### src/rtl/ps2_pkg.sv
// Shared types and constants for the PS/2 keymap event decoder.
package ps2_pkg;

  // Set-2 prefix bytes
  localparam logic [7:0] SC_EXT = 8'hE0;
  localparam logic [7:0] SC_BRK = 8'hF0;

  // Scancode sequence decoder state
  typedef enum logic [1:0] {
    ST_IDLE    = 2'd0,
    ST_EXT     = 2'd1,
    ST_BRK     = 2'd2,
    ST_EXT_BRK = 2'd3
  } dec_state_t;

  // Queued key event: rel=1 for break, key indexes the keymap
  typedef struct packed {
    logic       rel;
    logic [3:0] key;
  } key_event_t;

  function automatic logic is_prefix(input logic [7:0] b);
    return (b == SC_EXT) || (b == SC_BRK);
  endfunction

  function automatic key_event_t make_event(input logic rel, input logic [3:0] key);
    key_event_t ev;
    ev.rel = rel;
    ev.key = key;
    return ev;
  endfunction

endpackage

### src/rtl/ps2_frame_rx.sv
// PS/2 device-to-host frame receiver: line sync, clock glitch filter,
// 11-bit frame shifter with odd parity / stop check and mid-frame timeout.
module ps2_frame_rx #(
  parameter int FILTER_LEN  = 8,
  parameter int TIMEOUT_CYC = 50000
) (
  input  logic       i_clk,
  input  logic       i_rst,
  input  logic       i_ps2clk,
  input  logic       i_ps2data,
  output logic       o_byte_valid,
  output logic [7:0] o_byte,
  output logic       o_err
);

  localparam int FW = $clog2(FILTER_LEN + 1);
  localparam int TW = $clog2(TIMEOUT_CYC + 1);
  localparam logic [FW-1:0] FLT_LOAD = FW'(FILTER_LEN - 1);
  localparam logic [TW-1:0] TO_LOAD  = TW'(TIMEOUT_CYC - 1);

  logic [1:0]    r_clk_sync;
  logic [1:0]    r_dat_sync;
  logic          r_clk_filt;
  logic [FW-1:0] r_flt_cnt;
  logic          r_edge;
  logic          r_fall;
  logic [3:0]    r_bit_cnt;
  logic [7:0]    r_shift;
  logic          r_parity;
  logic [TW-1:0] r_to_cnt;

  logic w_clk_s;
  logic w_dat_s;

  assign w_clk_s = r_clk_sync[1];
  assign w_dat_s = r_dat_sync[1];

  // Two-flop synchronisers; both lines idle high
  always_ff @(posedge i_clk) begin
    if (i_rst) begin
      r_clk_sync <= 2'b11;
      r_dat_sync <= 2'b11;
    end else begin
      r_clk_sync <= {r_clk_sync[0], i_ps2clk};
      r_dat_sync <= {r_dat_sync[0], i_ps2data};
    end
  end

  // Filtered clock follows the synced clock only after FILTER_LEN consecutive differing cycles
  always_ff @(posedge i_clk) begin
    if (i_rst) begin
      r_clk_filt <= 1'b1;
      r_flt_cnt  <= FLT_LOAD;
      r_edge     <= 1'b0;
      r_fall     <= 1'b0;
    end else begin
      r_edge <= 1'b0;
      r_fall <= 1'b0;
      if (w_clk_s == r_clk_filt) begin
        r_flt_cnt <= FLT_LOAD;
      end else if (r_flt_cnt == '0) begin
        r_clk_filt <= w_clk_s;
        r_flt_cnt  <= FLT_LOAD;
        r_edge     <= 1'b1;
        r_fall     <= ~w_clk_s;
      end else begin
        r_flt_cnt <= r_flt_cnt - FW'(1);
      end
    end
  end

  // Frame shifter: bit count 0 waits for start, 1..8 data, 9 parity, 10 stop
  always_ff @(posedge i_clk) begin
    if (i_rst) begin
      r_bit_cnt    <= 4'd0;
      r_shift      <= 8'h00;
      r_parity     <= 1'b0;
      r_to_cnt     <= TO_LOAD;
      o_byte_valid <= 1'b0;
      o_byte       <= 8'h00;
      o_err        <= 1'b0;
    end else begin
      o_byte_valid <= 1'b0;
      o_err        <= 1'b0;

      if (r_edge) begin
        r_to_cnt <= TO_LOAD;
      end else if (r_bit_cnt != 4'd0) begin
        r_to_cnt <= r_to_cnt - TW'(1);
      end else begin
        r_to_cnt <= TO_LOAD;
      end

      if (r_fall) begin
        if (r_bit_cnt == 4'd0) begin
          // a high start bit is a stray edge, not a frame
          if (!w_dat_s) r_bit_cnt <= 4'd1;
        end else if (r_bit_cnt <= 4'd8) begin
          r_shift   <= {w_dat_s, r_shift[7:1]};
          r_bit_cnt <= r_bit_cnt + 4'd1;
        end else if (r_bit_cnt == 4'd9) begin
          r_parity  <= w_dat_s;
          r_bit_cnt <= 4'd10;
        end else begin
          r_bit_cnt <= 4'd0;
          if (w_dat_s && (^{r_shift, r_parity})) begin
            o_byte_valid <= 1'b1;
            o_byte       <= r_shift;
          end else begin
            o_err <= 1'b1;
          end
        end
      end else if (!r_edge && (r_bit_cnt != 4'd0) && (r_to_cnt == '0)) begin
        o_err     <= 1'b1;
        r_bit_cnt <= 4'd0;
      end
    end
  end

endmodule

### src/rtl/ps2_keymap_event_decoder.sv
// PS/2 keyboard front end: set-2 make/break/extended decode, keymap lookup,
// held-key tracking and a small press/release event FIFO.
//
// Decoder states:
//   state      | meaning
//   ST_IDLE    | no prefix pending
//   ST_EXT     | E0 received, next code is extended make (or F0)
//   ST_BRK     | F0 received, next code is a normal break
//   ST_EXT_BRK | E0 F0 received, next code is an extended break
module ps2_keymap_event_decoder
  import ps2_pkg::*;
#(
  parameter int NUM_KEYS = 8,
  // entry 0 sits in bits [8:0]: Up, Down, Left, Right, R, Space, Esc, Enter
  parameter logic [NUM_KEYS*9-1:0] KEY_CODES = {9'h05A, 9'h076, 9'h029, 9'h02D,
                                                9'h174, 9'h16B, 9'h172, 9'h175},
  parameter int FILTER_LEN  = 8,
  parameter int TIMEOUT_CYC = 50000,
  parameter int FIFO_DEPTH  = 4,
  parameter int REPEAT_EN   = 0
) (
  input  logic                i_clk,
  input  logic                i_rst,
  input  logic                i_ps2clk,
  input  logic                i_ps2data,
  output logic [NUM_KEYS-1:0] o_key_held,
  output logic                o_ev_valid,
  input  logic                i_ev_ready,
  output logic                o_ev_release,
  output logic [3:0]          o_ev_key,
  output logic [7:0]          o_scancode,
  output logic                o_frame_err,
  output logic                o_overflow
);

  localparam int AW = (FIFO_DEPTH > 1) ? $clog2(FIFO_DEPTH) : 1;
  localparam int CW = AW + 1;
  localparam logic [CW-1:0] FULL_CNT  = CW'(FIFO_DEPTH);
  localparam logic          REPEAT_ON = (REPEAT_EN != 0);

  logic       w_byte_valid;
  logic [7:0] w_byte;
  logic       w_rx_err;

  ps2_frame_rx #(
    .FILTER_LEN  (FILTER_LEN),
    .TIMEOUT_CYC (TIMEOUT_CYC)
  ) u_rx (
    .i_clk        (i_clk),
    .i_rst        (i_rst),
    .i_ps2clk     (i_ps2clk),
    .i_ps2data    (i_ps2data),
    .o_byte_valid (w_byte_valid),
    .o_byte       (w_byte),
    .o_err        (w_rx_err)
  );

  dec_state_t          r_state;
  logic [7:0]          r_scancode;
  logic [NUM_KEYS-1:0] r_held;

  logic                w_code_byte;
  logic                w_ext;
  logic                w_brk;
  logic [NUM_KEYS-1:0] w_raw_hit;
  logic [NUM_KEYS-1:0] w_hit_oh;
  logic                w_hit;
  logic [3:0]          w_idx;
  logic                w_held_cur;
  logic                w_push;
  key_event_t          w_new_ev;

  // Qualify the received byte by the prefix context it arrives in
  always_comb begin
    w_code_byte = ~is_prefix(w_byte);
    w_ext       = (r_state == ST_EXT) || (r_state == ST_EXT_BRK);
    w_brk       = (r_state == ST_BRK) || (r_state == ST_EXT_BRK);
  end

  for (genvar g = 0; g < NUM_KEYS; g++) begin : g_cmp
    assign w_raw_hit[g] = (KEY_CODES[g*9 +: 9] == {w_ext, w_byte});
  end

  // Lowest matching keymap index wins when the table holds duplicates
  always_comb begin
    w_hit_oh = '0;
    w_idx    = 4'd0;
    for (int i = NUM_KEYS - 1; i >= 0; i--) begin
      if (w_raw_hit[i]) begin
        w_hit_oh    = '0;
        w_hit_oh[i] = 1'b1;
        w_idx       = 4'(i);
      end
    end
  end

  // A make of an already-held key is a typematic repeat
  always_comb begin
    w_hit      = |w_raw_hit;
    w_held_cur = |(w_hit_oh & r_held);
    w_push     = w_byte_valid & w_code_byte & w_hit &
                 (w_brk ? w_held_cur : (~w_held_cur | REPEAT_ON));
    w_new_ev   = make_event(w_brk, w_idx);
  end

  // Prefix sequencing; illegal prefix orders and frame errors fall back to idle
  always_ff @(posedge i_clk) begin
    if (i_rst) begin
      r_state    <= ST_IDLE;
      r_scancode <= 8'h00;
    end else if (w_rx_err) begin
      r_state <= ST_IDLE;
    end else if (w_byte_valid) begin
      r_scancode <= w_byte;
      case (r_state)
        ST_IDLE: begin
          if (w_byte == SC_EXT)      r_state <= ST_EXT;
          else if (w_byte == SC_BRK) r_state <= ST_BRK;
          else                       r_state <= ST_IDLE;
        end
        ST_EXT: begin
          if (w_byte == SC_BRK) r_state <= ST_EXT_BRK;
          else                  r_state <= ST_IDLE;
        end
        default: r_state <= ST_IDLE;
      endcase
    end
  end

  // Held map changes with every accepted event, even one the FIFO drops
  always_ff @(posedge i_clk) begin
    if (i_rst) begin
      r_held <= '0;
    end else if (w_push) begin
      r_held <= w_brk ? (r_held & ~w_hit_oh) : (r_held | w_hit_oh);
    end
  end

  key_event_t r_mem [FIFO_DEPTH];
  logic [AW-1:0] r_wr_ptr;
  logic [AW-1:0] r_rd_ptr;
  logic [CW-1:0] r_count;
  logic          r_ev_valid;
  key_event_t    r_ev_head;
  logic          r_overflow;

  logic          w_pop;
  logic          w_full;
  logic          w_push_ok;
  logic [CW-1:0] w_remain;
  logic [CW-1:0] w_count_nxt;
  logic [AW-1:0] w_rd_ptr_nxt;
  key_event_t    w_head_nxt;

  // A pop in the same cycle frees the slot, so push-on-full with pop is not a drop
  always_comb begin
    w_pop        = r_ev_valid & i_ev_ready;
    w_full       = (r_count == FULL_CNT);
    w_push_ok    = w_push & (~w_full | w_pop);
    w_remain     = r_count - CW'(w_pop);
    w_count_nxt  = w_remain + CW'(w_push_ok);
    w_rd_ptr_nxt = r_rd_ptr + AW'(w_pop);
    w_head_nxt   = (w_remain == '0) ? w_new_ev : r_mem[w_rd_ptr_nxt];
  end

  // FIFO pointers plus a registered copy of the next head entry
  always_ff @(posedge i_clk) begin
    if (i_rst) begin
      r_wr_ptr   <= '0;
      r_rd_ptr   <= '0;
      r_count    <= '0;
      r_ev_valid <= 1'b0;
      r_ev_head  <= '0;
      r_overflow <= 1'b0;
    end else begin
      if (w_push_ok) r_wr_ptr <= r_wr_ptr + AW'(1);
      r_rd_ptr   <= w_rd_ptr_nxt;
      r_count    <= w_count_nxt;
      r_ev_valid <= (w_count_nxt != '0);
      r_ev_head  <= w_head_nxt;
      if (w_push && !w_push_ok) r_overflow <= 1'b1;
    end
  end

  // Event storage needs no reset; validity is tracked by the count
  always_ff @(posedge i_clk) begin
    if (w_push_ok) r_mem[r_wr_ptr] <= w_new_ev;
  end

  assign o_key_held   = r_held;
  assign o_ev_valid   = r_ev_valid;
  assign o_ev_release = r_ev_head.rel;
  assign o_ev_key     = r_ev_head.key;
  assign o_scancode   = r_scancode;
  assign o_frame_err  = w_rx_err;
  assign o_overflow   = r_overflow;

endmodule

### config.mk
export PLATFORM = sky130hd
export DESIGN_NAME = ps2_keymap_event_decoder
export DESIGN_NICKNAME = d
export VERILOG_FILES = /design/src/rtl/ps2_pkg.sv /design/src/rtl/ps2_frame_rx.sv /design/src/rtl/ps2_keymap_event_decoder.sv
export SDC_FILE = /design/constraint.sdc
export NUM_CORES = 1
export LEC_CHECK = 0
export CORE_MARGIN = 3
export CORE_UTILIZATION = 56
export DETAILED_ROUTE_END_ITERATION = 7
export PLACE_DENSITY = 0.76
export SYNTH_ARGS = -nofsm -noshare
export SYNTH_HDL_FRONTEND = slang
export SYNTH_SLANG_ARGS = --single-unit
### constraint.sdc
create_clock -name i_clk -period 5.2 [get_ports i_clk]
set_input_delay 0.78 -clock i_clk [delete_from_list [all_inputs] [get_ports i_clk]]
set_output_delay 0.78 -clock i_clk [all_outputs]
set_load 0.01 [all_outputs]
Word level (Yosys, flattened, before mapping) --
Memories as Yosys holds them, arrays and structs flattened. Index checks and enable logic that the tools add are counted.
Storage, ports and cells: bits in registers 82, bits in writable memories 20, output and inout bits 24, memories kept 1
Cells by class: add/sub/neg operators 7, $lt $le $gt $ge 1, eq/ne operators 17, muxes and demuxes 39, bitwise operators 22, reductions and logical operators 32
Memories:
- r_mem | depth 4, bits a word 5, read ports 1, clocked after memory_dff 0, wr ports 1, RTL line ps2_keymap_event_decoder.sv:139 | key_event_t r_mem [FIFO_DEPTH];
Operators with widths (number):
- $mux 8 | 9
- $mux 4 | 13
- $eq 9x9->1 const A | 4
- $eq 6x9->1 const A | 2
- $eq 7x9->1 const A | 2
- $and 8x8->8 | 2
- $eq 8x8->1 const B | 2
- $logic_not 16->1 | 1
- $reduce_or 8->1 | 2
- $sub 16x1->16 const B | 1
- $not 1->1 | 12
- $mux 1 | 11
- $reduce_or 3->1 | 3
- $reduce_xor 9->1 | 1
- $logic_not 4->1 | 2
- $not 8->8 | 1
- $or 8x8->8 | 1
- $mux 2 | 3
- $reduce_and 2->1 | 3
- $and 1x1->1 | 5
- $mux 5 | 1
- $reduce_and 5->1 | 1
- $reduce_or 5->1 | 1
- $add 4x1->4 const B | 1
- other kinds (26) | 34

Longest topological paths before layout --
depth after elaboration 19, mapped depth 10, gate-level depth less buffers 9

Cells and area by module --
Synthesis repeated with hierarchy kept, for this count alone.
Second synthesis, totals: cells, all modules 455, area total of the unflattened synthesis 4550.6 um^2
Modules (own cells, without submodules):
- ps2_keymap_event_decoder | times used 1, cells an instance 234, area an instance 2404.8 um^2, seq. area each 1101.1 um^2
- ps2_frame_rx | times used 1, cells an instance 221, area an instance 2145.8 um^2, seq. area each 1001.0 um^2

Least setup slack after synthesis --
OpenSTA, ideal clock, no wires.
path kind flip-flop to flip-flop, start register u_rx.o_byte[2], end register r_ev_valid, in the netlist o_ev_valid, data arrival time 2.676 ns, setup slack 2.391 ns, stages on the path, launching flop included 11, period minus slack after synthesis 2.809 ns, path through dfxtp_1 -> buf_2 -> nand3b_1 -> a2111oi_0 -> a2111oi_4 -> xnor2_1 -> nor4_4 -> ha_1 -> ha_1 -> xor2_1 -> a21oi_1
Between the ends: word-level cells in the longest chain between the ends 17, elaborated cells on any way between the ends 31, those cells by class add/sub (1); eq/ne (10); mux (9); bitwise (7); reduce/logical (4)
RTL lines:
- start, declared | RTL line ps2_frame_rx.sv:12 | output logic [7:0] o_byte,
- start signal, assigned | RTL line ps2_frame_rx.sv:108 | o_byte <= r_shift;
- $eq 7x9->1 | RTL line ps2_keymap_event_decoder.sv:81 | assign w_raw_hit[g] = (KEY_CODES[g*9 +: 9] == {w_ext, w_byte});
- $mux 8 (8 in a row) | RTL line ps2_keymap_event_decoder.sv:89 | if (w_raw_hit[i]) begin
- $and 8x8->8 | RTL line ps2_keymap_event_decoder.sv:100 | w_held_cur = |(w_hit_oh & r_held);
- $reduce_or 8->1 | RTL line ps2_keymap_event_decoder.sv:100
- $not 1->1 | RTL line ps2_keymap_event_decoder.sv:102 | (w_brk ? w_held_cur : (~w_held_cur | REPEAT_ON));
- $mux 1 | RTL line ps2_keymap_event_decoder.sv:102
- $and 1x1->1 * | RTL line ps2_keymap_event_decoder.sv:101 | w_push = w_byte_valid & w_code_byte & w_hit &
- $and 1x1->1 * | RTL line ps2_keymap_event_decoder.sv:159 | w_push_ok = w_push & (~w_full | w_pop);
- via w_push_ok | RTL line ps2_keymap_event_decoder.sv:149 | logic w_push_ok;
- $add 3x1->3 * | RTL line ps2_keymap_event_decoder.sv:161 | w_count_nxt = w_remain + CW'(w_push_ok);
- $reduce_bool 3->1 * | RTL line ps2_keymap_event_decoder.sv:179 | r_ev_valid <= (w_count_nxt != '0);
- end signal, assigned | RTL line ps2_keymap_event_decoder.sv:179
- end, declared | RTL line ps2_keymap_event_decoder.sv:143 | logic r_ev_valid;
The timed path passes the listed nets; every way through them passes the cells marked *. A chain may end at the register's enable or synchronous reset.

Worst setup path after layout --
Ends and elaborated chain as after synthesis.

==> metrics.txt <==
ratio of cells with drive above 1 in the final layout 0.0685; Synth-to-Final Area Change 11.1%; Remaining DRCs 0; hold_buf cts 0; CP Cell Sequence mux2_1, a32o_1, a2111oi_4, xnor2_1, nor4_4, ha_1, ha_1, xor2_1, a21oi_1; Least-Margin Pin Slew ~1.1 ns; wire length of the first global-routing pass between 10000 and 15000 µm; Setup TNS Final 0 ns; Top cell by count, worst path ha_1; worst hold start u_rx.r_flt_cnt[0]; largest area contributor in the netlist dfxtp_1; syn nets roughly 470; kind of cell adding the most delay to the critical path compound AO/OA/AOI/OAI gates; Crit path largest cell delay about 0.6 ns; startpoint types flop; average wire per standard cell 14.4 µm; vias per std cell about 5.6; sw power approximately 0.00037 W; P_int approximately 0.0011 W; # clock sinks 97; library cells used by synthesis around 60; Post-Syn Instances ~450; top-count cell post-synth dfxtp_1; Synth Register Bits 97; worst r2r src u_rx.o_byte[2]; post-cts sizing count 0; max-cap viol count 0; Hold Violations, Final 0; Period minus WS final 3.29 ns; clk_skew ~0.015 ns; Max-slew headroom 0.273; Clock Latency Late Sink about 0.37 ns; slowest CP cell a2111oi_4; clock share of power 0.325; gr ovfl total 0; Yosys warning count 0; I/O Buffers 27; Reg-to-Reg End o_ev_valid; layout net count between 400 and 500; sequential power share 0.558; number of synthesized flops with an enable pin 16; # fillers between 500 and 600; Pre-antenna DRT Iters 4; TritonCTS clock tree done; die width about 94 µm; share of total power in combinational logic 0.117; Commonest cells post-synth 81 x dfxtp_1, 50 x nor2_1, 45 x nand2_1; Core ar. ~7400 µm²; final worst-path cycle share 0.632; via count around 3200; flop-to-flop setup slack 1.91 ns; Post-synth ARST share 0; VDD IR-drop max about 0.00018 V; vias in the first global route 3000; WL final about 8100 µm; post-route ant nets 0; Antenna diodes 0; Synth Cell Area around 4400 µm²; CTS clk-pin slew, worst paths roughly 0.09 ns; fmax between 0.3 and 0.4 GHz; Post-CTS Setup Inserts 0; WS Path Type flop to flop; Arr. time, crit path 3.52 ns; HP Class flop to flop; top cell type's share of synthesized area 0.372; critical path required time 5.43 ns; die area around 8900 µm²; Setup crit end kind flop; syn avg cell area roughly 10 µm²; hold path depth 1; CTS root buf clkbuf_8; Worst Setup SP u_rx.o_byte[2]; sequential fraction of the synthesis area 0.482; WP buf/inv 0; reg2reg path depth 9; die height between 90 and 100 µm; Detail Placement HPWL approximately 6000 µm; # rows 31; I/O Pins 29; multi-input logic area about 2100 µm²; Hold Slack between 0.4 and 0.5 ns; PwrDens approximately 300 nW/µm²; crit path max fanout 14; top post-synthesis cells by area dfxtp_1 37%, edfxtp_1 11%, mux2i_1 5.3%, nor2_1 4.3%, ha_1 4.0%; Num CTS Buffers 9; most common flop cell mapped by yosys dfxtp_1; Global Route Usage Sum 0.196; initial antenna violation count 0; largest net degree at the start of global routing 42; Hold EP u_rx.r_flt_cnt[0]; sw frac 0.261; Max Slew Vio Count 0; Initial Util 0.588; unrepaired setup endpoints after global routing no; Starting DRT DRC Count between 100 and 150; clock buffer depth 2; H-tree depth 3; Pleak around 1.8 nW; flip-flop and latch area about 2100 µm²; final setup violation count 0; GPL Wtd Cong 0.883; status finished, final reports clean
==> cells by family after synthesis <==
family / Yosys count / share of synthesized area
xor+xnor: 25 / 0.0534
flops: 97 / 0.482
other cells: 1 / 0.000860
compound gates: 59 / 0.0953
fa+ha+maj: 14 / 0.0402
simple gates: 179 / 0.210
mux: 29 / 0.0795
buf+inv: 43 / 0.0385
==> sequential cells by signal, summed over array words and instances (netlist names), 4 cells and up, named ones only <==
signal	flops
u_rx.o_byte	8
o_scancode	8
u_rx.r_flt_cnt	4
u_rx.r_to_cnt	16
u_rx.r_shift	8
r_mem	16
u_rx.r_bit_cnt	4
==> how the worst max path moves through the flow <==
stage | depth (start not counted) | to
6_report | 9 | o_ev_valid
2_1_floorplan | 10 | o_ev_valid
3_5_place_dp | 9 | o_ev_valid
5_1_grt | 9 | o_ev_valid
3_3_place_gp | 9 | o_ev_valid
4_1_cts | 9 | o_ev_valid
==> worst reg2reg max path, delay by kind of cell, from the launching register on <==
kind            cells  cell delay (ns)
compound gates      3             0.94
flops               1             0.58
simple gates        1             0.50
xor+xnor            2             0.41
fa+ha+maj           2             0.38
mux                 1             0.36
==> cells in the final DEF, fill, tap and decap left out, types with 4 or more instances in the layout <==
cell,n
and2_1,8
nor2_1,50
clkbuf_8,9
dfxtp_1,81
mux4_2,4
inv_1,19
o21a_1,5
nand3_1,9
xnor2_1,16
mux2i_1,23
o21ai_0,7
or3_1,6
nand2_1,45
nor4_1,6
and3_1,4
a21oi_1,18
nor3_1,13
edfxtp_1,16
xor2_1,8
nor2b_1,6
a31oi_1,4
ha_1,14
or2_2,6
clkdlybuf4s50_1,26
nand2b_1,4
==> power by group through the flow <==
| stage | registers [W] | logic [W] | clock network (W) |
|---|---|---|---|
| after floorplan | 0.000819 | 0.000113 | 0 |
| after global placement | 0.000814 | 0.000164 | 0 |
| after detailed placement | 0.000815 | 0.000169 | 0 |
| after CTS | 0.000797 | 0.000170 | 0.000476 |
| after global routing | 0.000800 | 0.000188 | 0.000510 |
| final | 0.000797 | 0.000166 | 0.000464 |
==> final cells by class <==
class / instances / area share
flip-flops and latches: 97 / 0.434
multi-input cells: 307 / 0.431
repair buffers: 28 / 0.0563
clock buffers: 9 / 0.0256
well taps: 99 / 0.0256
inverters: 19 / 0.0147
clock inverters: 7 / 0.0124
==> per-layer routing <==
metal	part of all wire	GRT usage	up-vias
met5	0	0	-
met1	0.47	0.257	1504
met4	0.012	0.0806	0
met3	0.044	0.0449	10
met2	0.48	0.313	73
li1	-	-	1598
==> metrics by stage <==
stage	utilization	cell area, µm²	std cells	total power, W	setup WS (ns)
floorplan	-	4360	447	0.000932	2.39
global placement	0.629	4660	550	0.000978	2.01
detailed placement	0.629	4660	550	0.000984	1.94
CTS	0.654	4840	566	0.00144	1.93
global route	0.654	4840	566	0.00150	1.67
finish	0.654	4840	566	0.00143	1.91
Power figures use the tool's default switching activity.
